### src/rtl/apb4_modport_slave_if.sv
// APB4 bus bundle between the config-register master and its target.
// Clock and reset stay outside so both sides share plain scalar ports.
interface apb4_modport_slave_if #(
  parameter int unsigned ADDR_WIDTH = 32,
  parameter int unsigned DATA_WIDTH = 32
);
  logic                    psel;
  logic                    penable;
  logic                    pwrite;
  logic [ADDR_WIDTH-1:0]   paddr;
  logic [DATA_WIDTH-1:0]   pwdata;
  logic [DATA_WIDTH/8-1:0] pstrb;
  logic [DATA_WIDTH-1:0]   prdata;
  logic                    pready;
  logic                    pslverr;

  modport master (
    output psel, penable, pwrite, paddr, pwdata, pstrb,
    input  prdata, pready, pslverr
  );

  modport slave (
    input  psel, penable, pwrite, paddr, pwdata, pstrb,
    output prdata, pready, pslverr
  );
endinterface

### src/rtl/apb4_modport_slave.sv
// APB4 target serving a bank of 32-bit config registers with ID at 0x00,
// byte strobes, wait states and error response.
module apb4_modport_slave #(
  parameter int unsigned ADDR_WIDTH  = 32,
  parameter int unsigned DATA_WIDTH  = 32,
  parameter int unsigned NUM_REGS    = 16,
  parameter int unsigned WAIT_STATES = 0,
  parameter logic [31:0] ID_VALUE    = 32'hA5B4_0001
) (
  input  logic                           pclk,
  input  logic                           presetn,
  apb4_modport_slave_if.slave            bus,
  output logic [NUM_REGS*DATA_WIDTH-1:0] regs_o,
  output logic [1:0]                     apb_state
);

  localparam int unsigned IW = $clog2(NUM_REGS);
  localparam int unsigned NB = DATA_WIDTH / 8;
  localparam logic [ADDR_WIDTH-1:0] LIMIT =
    ADDR_WIDTH'(NUM_REGS * 4);
  localparam logic [3:0] WS = 4'(WAIT_STATES);

  typedef enum logic [1:0] {
    IDLE   = 2'd0,
    SETUP  = 2'd1,
    ACCESS = 2'd2
  } state_e;

  state_e state_q, state_d, phase;
  logic [3:0] wait_q, wait_d;
  logic [NUM_REGS-1:0][DATA_WIDTH-1:0] regs_q, regs_d;
  logic [IW-1:0] idx;
  logic viol, acc, done, err;

  // state_q is the phase context left by the previous cycle;
  // phase is the bus phase of the current cycle.
  always_comb begin
    phase = IDLE;
    viol  = 1'b0;
    unique case (state_q)
      IDLE: begin
        if (bus.psel && !bus.penable) phase = SETUP;
        else if (bus.psel)            viol  = 1'b1;
      end
      SETUP, ACCESS: begin
        if (bus.psel) phase = bus.penable ? ACCESS : SETUP;
      end
      default: phase = IDLE;
    endcase
  end

  always_comb begin
    idx  = bus.paddr[IW+1:2];
    err  = (bus.paddr[1:0] != 2'b00)
         || (bus.paddr >= LIMIT)
         || (bus.pwrite && bus.paddr == '0);
    acc  = (phase == ACCESS);
    done = acc && (wait_q == WS);
    state_d = done ? IDLE : phase;
    wait_d  = (acc && !done) ? wait_q + 4'd1 : 4'd0;
    regs_d  = regs_q;
    if (done && bus.pwrite && !err) begin
      for (int k = 0; k < NB; k++) begin
        if (bus.pstrb[k]) regs_d[idx][8*k+:8] = bus.pwdata[8*k+:8];
      end
    end
    regs_d[0] = ID_VALUE;
  end

  always_ff @(posedge pclk) begin
    if (!presetn) begin
      state_q   <= IDLE;
      wait_q    <= '0;
      regs_q    <= '0;
      regs_q[0] <= ID_VALUE;
    end else begin
      state_q <= state_d;
      wait_q  <= wait_d;
      regs_q  <= regs_d;
    end
  end

  // Reset masks every bus response so a half-done transfer is invisible.
  always_comb begin
    bus.pready  = presetn && (done || viol);
    bus.pslverr = presetn && (viol || (done && err));
    bus.prdata  = '0;
    if (presetn && done && !bus.pwrite && !err) bus.prdata = regs_q[idx];
    apb_state = presetn ? phase : IDLE;
  end

  assign regs_o = regs_q;

endmodule

### src/flat_wrapper.sv
// flat-port wrapper written by rule: the top's interface ports become plain ports
module apb4_modport_slave_flat 
#(
  parameter int unsigned ADDR_WIDTH  = 32,
  parameter int unsigned DATA_WIDTH  = 32,
  parameter int unsigned NUM_REGS    = 16,
  parameter int unsigned WAIT_STATES = 0,
  parameter logic [31:0] ID_VALUE    = 32'hA5B4_0001
)
  (pclk, presetn, regs_o, apb_state, bus_psel, bus_penable, bus_pwrite, bus_paddr, bus_pwdata, bus_pstrb, bus_prdata, bus_pready, bus_pslverr);
  apb4_modport_slave_if #(.ADDR_WIDTH(ADDR_WIDTH), .DATA_WIDTH(DATA_WIDTH)) bus_i ();
  input  logic pclk;
  input  logic presetn;
  output logic [NUM_REGS*DATA_WIDTH-1:0] regs_o;
  output logic [1:0] apb_state;
  input wire logic [$bits(bus_i.psel)-1:0] bus_psel;
  input wire logic [$bits(bus_i.penable)-1:0] bus_penable;
  input wire logic [$bits(bus_i.pwrite)-1:0] bus_pwrite;
  input wire logic [$bits(bus_i.paddr)-1:0] bus_paddr;
  input wire logic [$bits(bus_i.pwdata)-1:0] bus_pwdata;
  input wire logic [$bits(bus_i.pstrb)-1:0] bus_pstrb;
  output wire logic [$bits(bus_i.prdata)-1:0] bus_prdata;
  output wire logic [$bits(bus_i.pready)-1:0] bus_pready;
  output wire logic [$bits(bus_i.pslverr)-1:0] bus_pslverr;
  assign bus_i.psel = bus_psel;
  assign bus_i.penable = bus_penable;
  assign bus_i.pwrite = bus_pwrite;
  assign bus_i.paddr = bus_paddr;
  assign bus_i.pwdata = bus_pwdata;
  assign bus_i.pstrb = bus_pstrb;
  assign bus_prdata = bus_i.prdata;
  assign bus_pready = bus_i.pready;
  assign bus_pslverr = bus_i.pslverr;
  apb4_modport_slave #(.ADDR_WIDTH(ADDR_WIDTH), .DATA_WIDTH(DATA_WIDTH), .NUM_REGS(NUM_REGS), .WAIT_STATES(WAIT_STATES), .ID_VALUE(ID_VALUE)) u_core (.pclk(pclk), .presetn(presetn), .bus(bus_i), .regs_o(regs_o), .apb_state(apb_state));
endmodule
### config.mk
export PLATFORM = sky130hd
export DESIGN_NAME = apb4_modport_slave_flat
export DESIGN_NICKNAME = d
export VERILOG_FILES = /design/src/rtl/apb4_modport_slave_if.sv /design/src/rtl/apb4_modport_slave.sv /design/src/flat_wrapper.sv
export SDC_FILE = /design/constraint.sdc
export NUM_CORES = 1
export LEC_CHECK = 0
export CAP_MARGIN = 20
export CORE_MARGIN = 5
export CORE_UTILIZATION = 45
export DETAILED_ROUTE_END_ITERATION = 8
export GPL_TIMING_DRIVEN = 0
export PLACE_DENSITY_LB_ADDON = 0.15
export SYNTH_ARGS = -nofsm -noshare
export SYNTH_HDL_FRONTEND = slang
export SYNTH_SLANG_ARGS = --single-unit
### constraint.sdc
create_clock -name pclk -period 2.5 [get_ports pclk]
set_clock_uncertainty 0.2 [all_clocks]
set_input_delay 0.5 -clock pclk [delete_from_list [all_inputs] [get_ports pclk]]
set_output_delay 0.5 -clock pclk [all_outputs]
set_load 0.02 [all_outputs]
; ---- Yosys cells after proc, flatten, opt, wreduce, memory -nomap -nowiden
; Cells that the tools add are included.
[totals]
output_inout_bits = 548
inputBits = 73
elab_cells = 84
regBits = 518
[classes]
n_lt_le_gt_ge = 3
n_bitwise = 1
add_sub_neg = 1
n_mux = 30
eq_ne = 3
n_reduce_logical = 28
[ops]
columns = cell, n
row1 = $mux W512, 7
row2 = $bwmux W512, 4
row3 = $demux W32 S4, 4
row4 = $bmux W32 S4, 1
row5 = $mux W32, 3
row6 = $ge A32 B7 Y1 const B, 1
row7 = $logic_not A32 Y1, 1
row8 = $mux W24, 1
row9 = $mux W16, 1
row10 = $logic_and A1 B1 Y1, 13
row11 = $mux W8, 1
row12 = $mux W2, 3
row13 = $lt A4 B5 Y1 const B, 1
row14 = $add A4 B1 Y4 const B, 1
row15 = $eq A2 B2 Y1 const B, 2
row16 = $ge A4 B1 Y1 const B, 1
row17 = $logic_not A1 Y1, 4
row18 = $logic_not A4 Y1, 1
row19 = $logic_or A1 B1 Y1, 4
row20 = $mux W1, 4
row21 = $pmux W2 S2, 1
row22 = $reduce_or A2 Y1, 2
row23 = $eq A2 B1 Y1 const B, 1
row24 = $logic_not A2 Y1, 1
row25 = 3 further kinds, 3

; ---- Longest topological paths before layout
; Gate-level depths: netlist of run 1.
[logic_depth]
depth_word = 17
depth_mapped = 9
depth_no_buf = 6

; ---- Worst setup path after synthesis of run 1
; OpenSTA, ideal clock, no wires.
[synth_timing]
kind = in2out
from = input bus_paddr[2]
to = output bus_prdata[3]
path_slack_ps = -723
t_arrival_ps = 2523
stages = 7
path_buffers = 4
cell_sequence = buf_6 > buf_6 > buf_4 > buf_4 > mux4_2 > mux2i_1 > a2111oi_0
[synth_between]
elab_chain_len = 6
[synth_rtl]
columns = item, line
row1 = start: declaration, flat_wrapper.sv:19  ; input wire logic [$bits(bus_i.paddr)-1:0] bus_paddr;
row2 = $ge A32 B7 Y1 or $logic_not A32 Y1 (tied branches), "apb4_modport_slave.sv:55, apb4_modport_slave.sv:56"
row3 = $logic_or A1 B1 Y1 or $logic_and A1 B1 Y1 (tied branches), "apb4_modport_slave.sv:55, apb4_modport_slave.sv:56"
row4 = $logic_or A1 B1 Y1, apb4_modport_slave.sv:56  ; || (bus.pwrite && bus.paddr == '0);
row5 = $logic_not A1 Y1, apb4_modport_slave.sv:88  ; if (presetn && done && !bus.pwrite && !err) bus.prdata = regs_q[idx];
row6 = $logic_and A1 B1 Y1, apb4_modport_slave.sv:88
row7 = $mux W32 (*), apb4_modport_slave.sv:88
row8 = end: declaration, flat_wrapper.sv:22  ; output wire logic [$bits(bus_i.prdata)-1:0] bus_prdata;
; Mark *: on every way between the ends. The rest lies on a longest branch, timed or not. The select of a mux whose other input is x is not followed.

; ---- Worst setup path after layout of run 1
[layout_timing]
from = register u_core.wait_q[0]
to = output bus_prdata[0]
[layout_between]
elab_chain_len = 6
[layout_rtl]
columns = item, line
row1 = start: declaration, apb4_modport_slave.sv:30  ; logic [3:0] wait_q, wait_d;
row2 = start signal: assignment, apb4_modport_slave.sv:78  ; wait_q <= wait_d;
row3 = $logic_not A4 Y1, apb4_modport_slave.sv:58  ; done = acc && (wait_q == WS);
row4 = $logic_and A1 B1 Y1, apb4_modport_slave.sv:58
row5 = $logic_and A1 B1 Y1 (3 in a row), apb4_modport_slave.sv:88
row6 = $mux W32, apb4_modport_slave.sv:88
; No other way between the ends.

==> impl_metrics.toml, run 1 <==
[status]
status = "finished with violations"
violations = "negative setup slack"

[timing]
grt_setup_unrepaired = "true"
fmax_mhz = 278
finalHoldViolations = 0
relSlewSlack_pct = 35.3
finalCritPeriodShare_pct = 144
worstMarginPinSlew_ns = 0.971
slew_viol_final = 0
layout_setup_ws_ns = -1.10
setup-violations-final = 307
fin_crit_ns = 3.60

[placed_design]
dpl_worst_slack_ns = -2.09
port-buffer-count = 585
post_dp_cell_area_um2 = 31900
gp_congestion = 0.954
placedCellCount = 3476
dp_hpwl_mm = 85.9

[synthesis]
yosysMostFrequentCell = "nand2_1"
yosysSeqAreaShare_pct = 39.7
synth_top_area_share_pct = 39.7
synth_flop_cell = "dfxtp_1"
yosys-top-cells-area = "dfxtp_1, mux2i_1, mux4_2"
synthCells = 2164
ys_types = 52
synthTopCellsByCount = "nand2_1, mux2i_1, dfxtp_1, clkbuf_1, mux4_2"
syn_avg_cell_area_um2 = 11.3
yosysWarningCount = 0
syn-cell-area_um2 = 24500
async_flop_share_pct = 0
synth-seq-cells = 486
yosys.area.top_type = "dfxtp_1"
synth_enable_flop_cells = 0

[worst_setup_path]
cp.arrival_ns = 2.90
crit_path_end_kind = "primary output"
ff2ff_setup_slack_ns = -0.12
cp.required_ns = 1.80
cp_max_fo = 7
setup.worst_path.class = "reg -> out"
startpoint_type = "register"

[cells_and_area]
layout-drive-gt1-share_pct = 20.7
syn_to_final_growth_pct = 42.1
fin_nets = 2964
stdcell_area_um2 = 34900
fin_cells = 3627
antenna_cells = 0

[clocking]
cts_made_buffers = 53
cts.sinks = 486
path_clk_slew_ns = 0.06
cts_tree = "built"
clock_latency_ns = 0.62
htree_levels = 2
cts_root_buf = "clkbuf_16"
clk_path_buf_depth = 3

[grt]
grt_usage_pct = 34.6
antenna_found_initial = 3
grt_overflow = 0
grt_pass1_vias = 20972
grt_pass1_wl_mm = 152
grt_start_max_net_pins = 15

[die]
die_area_um2 = 59300
placementRows = 85
core-area_um2 = 53900
start_util_pct = 45.5
io_pins = 621
die_width_um = 243
die_h_um = 243

[detailed_routing]
wl_per_cell_um = 29.8
finalWirelength_mm = 108
first_pass_iters = 6
drt_iter0_markers = 1962
vias_per_cell = 5.78
post-route-drc-count = 0
vias = 20952
postRouteAntennaNets = 0

[job]
drv_cap = 0

[power_and_ir_drop]
p_switching_mw = 4.31
seqPwrFrac_pct = 44.8
comb_power_share_pct = 7.4
p_clk_share_pct = 47.8
internal_power_mw = 13.0
power.leakage_nw = 14.9
switching_share_pct = 25.0
ir_worst_vdd_uv = 489
power-per-cell-area_nw_per_um2 = 496

[hold_path]
min_path_type = "reg -> reg"
-- sequential cells by signal, indices dropped and copies added, names as in the netlist --
register        flops
u_core.wait_q       4
u_core.state_q      2
u_core.regs_o     480
-- cell families after synthesis --
logic type,synth area share [%]
AOI/OAI and AO/OA,2.96
DFF,39.7
and+or+nand+nor,20.8
buffers and inverters,5.53
muxes,30.7
other,0.0306
adders and majority gates,0.204
xor gates and xnor gates,0.0714
-- cell usage in the layout, fill, tap and decap left out, drive strengths merged, types with 5 or more instances in the layout --
master / netlist / routed
a2111oi: 9 / 9
a211oi: 18 / 18
a21oi: 14 / 14
a221oi: 32 / 32
a22oi: 14 / 14
buf: 111 / 195
bufinv: 0 / 6
clkbuf: 106 / 181
clkdlybuf4s50: 0 / 547
clkinv: 0 / 18
conb: 2 / 32
dfxtp: 486 / 486
inv: 15 / 16
mux2: 23 / 23
mux2i: 507 / 507
mux4: 96 / 96
nand2: 518 / 518
nand4: 62 / 62
nand4b: 5 / 5
nand4bb: 6 / 6
nor2: 13 / 13
nor2b: 17 / 17
nor4: 69 / 69
or3: 14 / 14
-- stage by stage --
step           setup TNS [ns]  util [%]  power, mW  hold WS [ns]
3_3_place_gp          -340.14      59.0       9.13         0.214
4_1_cts                -44.04      64.1       17.3         0.275
6_report               -44.47      64.6       17.3         0.275
3_5_place_dp          -359.52      59.1       9.14         0.236
5_1_grt                -73.20      64.6       17.6         0.289
2_1_floorplan           -6.31         -       8.64         0.207
-- critical path: stages, from the launching register on --
cell and delay, ns:
dfxtp_2 0.33, inv_2 0.04, ha_1 0.12, or3b_4 0.39, nor4_4 0.25, nand4_1 0.17, buf_6 0.17, buf_4 0.14
buf_12 0.15, a211oi_4 0.33, buf_6 0.18
-- power groups by stage --
stage | clock, mW | sequential, mW | combinational, mW
floorplan | 0 | 7.92 | 0.722
global placement | 0 | 7.92 | 1.21
detailed placement | 0 | 7.92 | 1.23
CTS | 8.27 | 7.74 | 1.25
global route | 8.58 | 7.74 | 1.33
finish | 8.25 | 7.74 | 1.28
-- routing by layer --
metal	up-vias	wire length [um]	track usage, %
met5	-	41	0
met4	6	5250	14.2
met3	217	7650	7.17
met2	926	51400	57.4
met1	10629	43700	44.0
li1	9174	-	-
-- path summary, 6_finish.rpt --
check | startpoint | end | cells after the start
max | u_core.wait_q[0]$_SDFF_PN0_ | bus_prdata[0] | 10
min | u_core.regs_o[258]$_SDFFE_PN0P_ | u_core.regs_o[258]$_SDFFE_PN0P_ | 2
max reg2reg | u_core.wait_q[0]$_SDFF_PN0_ | u_core.regs_o[282]$_SDFFE_PN0P_ | 11
min reg2reg | u_core.regs_o[258]$_SDFFE_PN0P_ | u_core.regs_o[258]$_SDFFE_PN0P_ | 2
-- layout make-up --
cell class                 count  area [um2]
tap                          696         871
inverter                      15        56.3
sequential                   486        9730
clock inverter                29         339
buffer                       214        1460
clock buffer                  70        1490
multi-input combinational   1476       14200
timing repair buffer         641        6750
fill                        4186       19100
-- timing repair --
item	CTS	global route
resized for setup	262	67
setup buffers	42	9
pin swaps	87	11
endpoints found under the setup margin	508	508
hold buffers	0	0
gates cloned	2	2
Power figures use the tool's default switching activity.
==> run 2: changes to the inputs <==
- CTS_CLUSTER_DIAMETER: not set -> 100
==> results of run 2 <==
Final layout, timing and power as in run 1 (identical DEF).
